## src/rtl/vga_frame_timing.sv

```systemverilog
// vga_frame_timing
// ----------------
// Raster timing and frame synchronisation for the renderer. Produces the
// pixel/line counters, the undelayed active-video qualifier, sync pulses
// delayed to match the renderer's output register, a frame-start pulse and a
// completed-frame counter. Also double-buffers the vertex matrix: a producer
// may deliver a matrix at any time, but it is only committed to the renderer
// at the start of vertical blanking so no frame mixes two matrices.
//
// Ports:
//   pclk          in   pixel clock
//   rst           in   asynchronous active-high reset
//   h_cnt         out  horizontal pixel counter (0..H_TOTAL-1)
//   v_cnt         out  vertical line counter (0..V_TOTAL-1)
//   VGAvalid      out  active-video qualifier, same cycle as counters
//   hsync, vsync  out  active-low syncs, delayed PIPE_DLY cycles
//   frame_start   out  one-cycle pulse at (0,0), not after reset
//   frame_cnt     out  completed-frame counter, wraps mod 2^16
//   mtx_wr_*      in/out  matrix write handshake (valid/ready) and payload
//   mtrxIn        out  committed matrix to the renderer
//   matrixState   out  committed state tag to the renderer

module vga_frame_timing #(
    parameter int H_ACTIVE = 640,
    parameter int H_FP     = 16,
    parameter int H_SYNC   = 96,
    parameter int H_BP     = 48,
    parameter int V_ACTIVE = 480,
    parameter int V_FP     = 10,
    parameter int V_SYNC   = 2,
    parameter int V_BP     = 33,
    parameter int PIPE_DLY = 1
) (
    input  logic         pclk,
    input  logic         rst,
    output logic [9:0]   h_cnt,
    output logic [9:0]   v_cnt,
    output logic         VGAvalid,
    output logic         hsync,
    output logic         vsync,
    output logic         frame_start,
    output logic [15:0]  frame_cnt,
    input  logic         mtx_wr_valid,
    output logic         mtx_wr_ready,
    input  logic [335:0] mtx_wr_data,
    input  logic [3:0]   mtx_wr_state,
    output logic [335:0] mtrxIn,
    output logic [3:0]   matrixState
);

    localparam int H_TOTAL = H_ACTIVE + H_FP + H_SYNC + H_BP;
    localparam int V_TOTAL = V_ACTIVE + V_FP + V_SYNC + V_BP;

    localparam logic [9:0] H_LAST     = 10'(H_TOTAL - 1);
    localparam logic [9:0] V_LAST     = 10'(V_TOTAL - 1);
    localparam logic [9:0] H_ACT      = 10'(H_ACTIVE);
    localparam logic [9:0] V_ACT      = 10'(V_ACTIVE);
    localparam logic [9:0] V_ACT_LAST = 10'(V_ACTIVE - 1);
    localparam logic [9:0] HS_FIRST   = 10'(H_ACTIVE + H_FP);
    localparam logic [9:0] HS_LAST    = 10'(H_ACTIVE + H_FP + H_SYNC - 1);
    localparam logic [9:0] VS_FIRST   = 10'(V_ACTIVE + V_FP);
    localparam logic [9:0] VS_LAST    = 10'(V_ACTIVE + V_FP + V_SYNC - 1);

    // ------------------------------------------------------------------
    // Raster counters
    // ------------------------------------------------------------------
    logic line_end;
    logic frame_end;

    assign line_end  = (h_cnt == H_LAST);
    assign frame_end = line_end && (v_cnt == V_LAST);

    always_ff @(posedge pclk or posedge rst) begin
        if (rst) begin
            h_cnt <= '0;
            v_cnt <= '0;
        end else if (line_end) begin
            h_cnt <= '0;
            v_cnt <= (v_cnt == V_LAST) ? '0 : v_cnt + 10'd1;
        end else begin
            h_cnt <= h_cnt + 10'd1;
        end
    end

    assign VGAvalid = (h_cnt < H_ACT) && (v_cnt < V_ACT);

    // ------------------------------------------------------------------
    // Sync decode and alignment delay
    // ------------------------------------------------------------------
    logic hsync_raw;
    logic vsync_raw;
    logic [PIPE_DLY-1:0] hs_pipe;
    logic [PIPE_DLY-1:0] vs_pipe;

    assign hsync_raw = !((h_cnt >= HS_FIRST) && (h_cnt <= HS_LAST));
    assign vsync_raw = !((v_cnt >= VS_FIRST) && (v_cnt <= VS_LAST));

    always_ff @(posedge pclk or posedge rst) begin
        if (rst) begin
            hs_pipe <= '1;
            vs_pipe <= '1;
        end else begin
            hs_pipe[0] <= hsync_raw;
            vs_pipe[0] <= vsync_raw;
            for (int i = 1; i < PIPE_DLY; i++) begin
                hs_pipe[i] <= hs_pipe[i-1];
                vs_pipe[i] <= vs_pipe[i-1];
            end
        end
    end

    assign hsync = hs_pipe[PIPE_DLY-1];
    assign vsync = vs_pipe[PIPE_DLY-1];

    // ------------------------------------------------------------------
    // Frame pulse and counter. Both are driven by the full-raster wrap, so
    // the (0,0) right after reset (not reached by a wrap) never pulses.
    // ------------------------------------------------------------------
    always_ff @(posedge pclk or posedge rst) begin
        if (rst) begin
            frame_start <= 1'b0;
            frame_cnt   <= '0;
        end else begin
            frame_start <= frame_end;
            if (frame_end) frame_cnt <= frame_cnt + 16'd1;
        end
    end

    // ------------------------------------------------------------------
    // Matrix buffer
    // Handshake: a transfer happens on a rising pclk edge where
    // mtx_wr_valid && mtx_wr_ready. While ready is low the producer must
    // hold valid and data stable; the block ignores it until ready returns.
    // ------------------------------------------------------------------
    typedef enum logic {
        MTX_EMPTY   = 1'b0,
        MTX_PENDING = 1'b1
    } mtx_state_t;

    mtx_state_t mtx_state;
    mtx_state_t mtx_next;
    logic       commit_pt;
    logic       accept;
    logic       commit;
    logic [335:0] pend_data;
    logic [3:0]   pend_state;

    // Last pixel of the last active line: the edge leaving it starts
    // vertical blanking.
    assign commit_pt = line_end && (v_cnt == V_ACT_LAST);

    always_ff @(posedge pclk or posedge rst) begin
        if (rst) mtx_state <= MTX_EMPTY;
        else     mtx_state <= mtx_next;
    end

    always_comb begin
        mtx_next     = mtx_state;
        mtx_wr_ready = 1'b0;
        accept       = 1'b0;
        commit       = 1'b0;
        case (mtx_state)
            MTX_EMPTY: begin
                mtx_wr_ready = 1'b1;
                // A write landing on the commit point is only captured; it
                // waits for the next frame's commit.
                if (mtx_wr_valid) begin
                    accept   = 1'b1;
                    mtx_next = MTX_PENDING;
                end
            end
            MTX_PENDING: begin
                if (commit_pt) begin
                    commit   = 1'b1;
                    mtx_next = MTX_EMPTY;
                end
            end
            default: mtx_next = MTX_EMPTY;
        endcase
    end

    always_ff @(posedge pclk or posedge rst) begin
        if (rst) begin
            pend_data   <= '0;
            pend_state  <= '0;
            mtrxIn      <= '0;
            matrixState <= '0;
        end else begin
            if (accept) begin
                pend_data  <= mtx_wr_data;
                pend_state <= mtx_wr_state;
            end
            if (commit) begin
                mtrxIn      <= pend_data;
                matrixState <= pend_state;
            end
        end
    end

endmodule
```

## config.mk

```make
export PLATFORM = sky130hd
export DESIGN_NAME = vga_frame_timing
export DESIGN_NICKNAME = d
export VERILOG_FILES = /design/src/rtl/vga_frame_timing.sv
export SDC_FILE = /design/constraint.sdc
export NUM_CORES = 1
export LEC_CHECK = 0
export BUFFER_PORTS_ARGS = -buffer_cell sky130_fd_sc_hd__buf_2
export CAP_MARGIN = 20
export CELL_PAD_IN_SITES_DETAIL_PLACEMENT = 2
export CELL_PAD_IN_SITES_GLOBAL_PLACEMENT = 2
export CORE_AREA = 2 2 282 284
export CTS_CLUSTER_SIZE = 20
export DETAILED_ROUTE_END_ITERATION = 10
export DIE_AREA = 0 0 284 286
export GPL_TIMING_DRIVEN = 0
export PLACE_DENSITY = 0.78
export SYNTH_ARGS = -nofsm -noshare
export SYNTH_HDL_FRONTEND = slang
export SYNTH_SLANG_ARGS = --single-unit
```

## constraint.sdc

```tcl
create_clock -name pclk -period 24.6 [get_ports pclk]
set_input_delay 2.46 -clock pclk [delete_from_list [all_inputs] [get_ports pclk]]
set_output_delay 2.46 -clock pclk [all_outputs]
set_load 0.01 [all_outputs]
```

## Yosys cells after proc, flatten, opt, wreduce, memory -nomap -nowiden

Cells that the tools add are included.

| word-level totals | value |
|---|---|
| bits in registers | 720 |
| bits in writable memories | 0 |
| memories kept | 0 |
| input port bits | 343 |
| output and inout bits | 381 |
| bits in latches | 0 |
| memory bits (read-only) | 0 |

| operators by class | value |
|---|---|
| bitwise logic cells | 1 |
| order comparisons | 6 |
| multiply operators | 0 |
| equal/unequal tests | 3 |
| add/sub/neg operators | 3 |
| div/mod/pow operators | 0 |
| shift operators | 0 |
| reduce and logical (&&, ||, !) cells | 7 |
| muxes and demuxes | 9 |

Operators by type and width:

| operator | number |
|---|---|
| 10-bit by 1-bit adder with 10-bit output, second input constant | 2 |
| 10-bit equality test, second input constant | 2 |
| 10-bit two-way mux | 2 |
| 16-bit by 1-bit adder with 16-bit output, second input constant | 1 |
| 10-bit by 9-bit equality test with 1-bit output, second input constant | 1 |
| 10-bit greater-or-equal comparator, second input constant | 1 |
| 10-bit by 9-bit greater-or-equal comparator with 1-bit output, second input constant | 1 |
| 10-bit <= comparator, second input constant | 1 |
| 10-bit by 9-bit <= comparator with 1-bit output, second input constant | 1 |
| 10-bit less-than comparator, second input constant | 1 |
| 10-bit by 9-bit less-than comparator with 1-bit output, second input constant | 1 |
| 1-bit two-way mux | 6 |
| 1-bit logical AND | 5 |
| 1-bit logical NOT | 2 |
| 1-bit case mux with 2 select lines | 1 |
| 1-bit NOT | 1 |

## Depth between registers and ports, before layout

| depth | value |
|---|---|
| depth in word-level cells | 4 |
| depth in mapped cells | 9 |
| depth with buffers taken out | 7 |

## Worst setup path before layout

OpenSTA, ideal clock, no wires.

| timing | value |
|---|---|
| path kind | input-to-reg |
| start | in mtx_wr_valid |
| end | reg pend_data[0] |
| required time | 24,475 ps |
| arrival time | 3,746 ps |
| stages on the path | 5 |
| library setup time | 125 ps |
| buffers on the path | 3 |
| path slack | 20,729 ps |
| path through | nor2b_1 clkbuf_1 clkbuf_1 clkbuf_1 mux2_2 |

| between the ends | value |
|---|---|
| word-level cells in the longest chain between the ends | 2 |

Ends and longest elaborated chain:

| element | line | RTL |
|---|---|---|
| start, declared | 43 | `input logic mtx_wr_valid,` |
| 1-bit two-way mux | 167 | `if (mtx_wr_valid) begin` |
| 1-bit two-way mux | 162 | `case (mtx_state)` |
| end signal, assigned | 190 | `pend_data <= mtx_wr_data;` |
| end, declared | 145 | `logic [335:0] pend_data;` |

No other way between the ends.
A chain may end at the register's enable or synchronous reset.

## Worst setup path in the final report

| timing | value |
|---|---|
| start | in mtx_wr_valid |
| end | reg pend_data[81] |

The elaborated chain is that of the path after synthesis.

==> impl_metrics.yaml <==
status:
  status: "complete, no violations"
detailed_routing:
  drc: 0
  viasPerCell: 4.76
  routed_wl_um: 88000
  top_layer: "met5"
  ant_nets: 0
  drtPass1Iterations: 4
  first_iter_violations: 613
  wl_per_cell_um: 24.7
  wl_met1_um: 30300
  met3WireLength_um: 6040
  met2_length_um: 47800
  vias: 16900
setup_path:
  critPathLaunchType: "primary input"
  critPathKind: "in2reg"
  r2r_start: "mtx_state$_DFF_PP0_"
  rr_worst_depth: 5
  cp.required_ns: 25.06
  reg2reg_to: "pend_data[81]$_DFFE_PP0P_"
  end_kind: "flip-flop"
  cp_max_fo: 10
  arrival_ns: 4.98
  reg2reg_slack_ns: 21.66
synthesis:
  ys_top_cells_by_count: "dfrtp_1 (718), mux2_2 (651), clkbuf_1 (41)"
  yosysUniqueCellTypes: 36
  syn_area_um2: 27100
  ys_top_cells_by_area: "dfrtp_1 (66%), mux2_2 (27%), mux2_1 (1.2%), buf_6 (1.2%), xnor2_1 (0.58%)"
  synth_top_cell_area_share: 0.664
  synthArstFlopShare: 1.00
  synth_nets: 1957
  synth_top_area_cell: "dfrtp_1"
  syn_avg_cell_area_um2: 16.8
  synthFlopType: "dfrtp_1"
  ys_seq_area_frac: 0.666
  synthCells: 1609
  ys_seq_elements: 720
  yosys_warnings: 0
  synth.most_common_cell: "dfrtp_1"
  synth_edf_count: 0
timing:
  period_minus_slack_ns: 4.52
  tightest_slew_ns: 0.915
  rsz0062_at_grt: "no"
  slew_headroom: 0.390
  finalCritPeriodShare: 0.184
  report.final.slew_viol_count: 0
  setup_viol: 0
  finalHoldViolCount: 0
  fmax_ghz: 0.221
  finClkSkew_ns: 0.0294
  holdWs_ns: 0.488
final_layout:
  area_growth_pct: 28.8
  drive_gt1_frac: 0.625
  final_nets: 2769
global_routing:
  antenna_found_initial: 37
  grt_pass1_wl_um: 132000
  grt_usage: 0.215
  grt_pass1_vias: 20100
  grt_max_degree: 131
  overflow: 0
floorplanning:
  io_pins: 724
  die_area_um2: 81200
  die_x_um: 284
  die_h_um: 286
  start_util: 0.345
  rows: 103
  coreArea_um2: 78400
clock_tree:
  htree_levels: 3
  cts_buffers: 80
  cts.sinks: 720
  clock_path_buffers: 3
  cts_root_buffer: "clkbuf_16"
  cts_setup_buffers: 0
  cts_resized: 0
  cts_hold_buf: 0
  clkTransAtPathRegs_ns: 0.05
  cts_tree: "done"
  insertion_delay_ns: 0.61
placement:
  gp_congestion: 0.835
  portBuffers: 723
  place_hpwl_um: 64000
hold_path:
  hp-class: "reg2reg"
  hold_path_depth: 1
  min_to: "mtrxIn[58]$_DFFE_PP0P_"
  min_from: "mtrxIn[58]$_DFFE_PP0P_"
power_and_ir_drop:
  power.total_mw: 2.62
  power_leakage_nw: 18.2
  irDropWorstVdd_uv: 58.0
  p_per_area_nw_per_um2: 75.2
run:
  drv_cap: 0
-- kinds of logic after synthesis --
kind of cell    Yosys count  share of synthesized area
compound gates           10                    0.00236
xor+xnor                 28                    0.00906
fa+ha+maj                 5                    0.00231
buf+inv                  89                     0.0212
flops                   720                      0.666
mux                     681                      0.283
simple gates             76                     0.0162
-- cells in the final DEF, fill, tap and decap left out, types with 2 or more instances in the layout --
cell,count
and2_1,2
buf_16,6
diode_2,28
clkbuf_1,61
nor3_1,3
inv_6,3
buf_2,731
and3_1,5
nand4_1,10
and4_1,3
dfstp_2,2
o21ai_0,4
ha_1,5
nor2b_1,2
nand3_1,16
xor2_1,10
buf_6,29
bufinv_16,5
o21a_1,2
mux2_2,651
clkbuf_16,80
nand2_1,13
mux2_1,30
clkbuf_8,18
or3_1,2
nor2_1,12
xnor2_1,18
clkinv_2,13
inv_1,7
dfrtp_1,718
buf_4,3
-- sequential cells by signal, summed over array words and instances, names as in the netlist --
signal,count
pend_state,4
v_cnt,10
vsync,1
matrixState,4
hsync,1
pend_data,336
frame_start,1
h_cnt,10
mtx_state,1
mtrxIn,336
frame_cnt,16
-- per-layer routing --
| metal | global-route usage | up-vias |
|---|---|---|
| met1 | 0.222 | 8860 |
| met3 | 0.0692 | 195 |
| met4 | 0.106 | 20 |
| met5 | 0 | - |
| met2 | 0.391 | 558 |
| li1 | - | 7295 |
-- worst max-delay path, cell delays in order --
cell and delay [ns]:
buf_2 0.09, nor2b_1 0.12, clkbuf_1 0.49, clkbuf_1 0.75
clkbuf_1 0.64, mux2_2 0.42
-- how the worst max path moves through the flow --
stage,startpoint,depth (start not counted),slack (ns),to
final,mtx_wr_valid,6,20.08,pend_data[81]$_DFFE_PP0P_
after global placement,rst,2,-4.44,pend_data[286]$_DFFE_PP0P_
after global routing,mtx_wr_valid,6,19.88,pend_data[86]$_DFFE_PP0P_
after detailed placement,mtx_wr_valid,6,19.34,pend_data[81]$_DFFE_PP0P_
after CTS,mtx_wr_valid,6,19.98,pend_data[81]$_DFFE_PP0P_
after floorplan,rst,1,1.95,frame_cnt[0]$_DFFE_PP0P_
-- where the power goes --
group          leakage, nW  total, mW  switching (mW)  internal, mW
Combinational         7.54      0.129          0.0549        0.0742
Sequential            9.37       1.30          0.0433          1.26
Clock                 1.29       1.19           0.484         0.706
Total                 18.2       2.62           0.582          2.04
-- cell type report --
type | instances | area [um^2]
Fill cell | 7673 | 43500
Inverter | 8 | 37.5
Antenna cell | 28 | 70.1
Tap cell | 1050 | 1310
Sequential cell | 720 | 18000
Multi-Input combinational cell | 800 | 8480
Timing Repair Buffer | 730 | 3800
Clock buffer | 118 | 2320
Clock inverter | 24 | 274
Buffer | 81 | 543
-- metrics by stage --
stage / setup slack [ns] / util / std cells / TNS (ns) / area [um^2]
6_report: 20.08 / 0.445 / 3559 / 0 / 34900
5_1_grt: 19.88 / 0.445 / 3556 / 0 / 34900
2_1_floorplan: 1.95 / - / 1609 / 0 / 27100
3_3_place_gp: -4.44 / 0.408 / 3382 / -3106.51 / 32000
3_5_place_dp: 19.34 / 0.411 / 3389 / 0 / 32200
4_1_cts: 19.98 / 0.444 / 3531 / 0 / 34800
(Power assumes the default switching activity.)
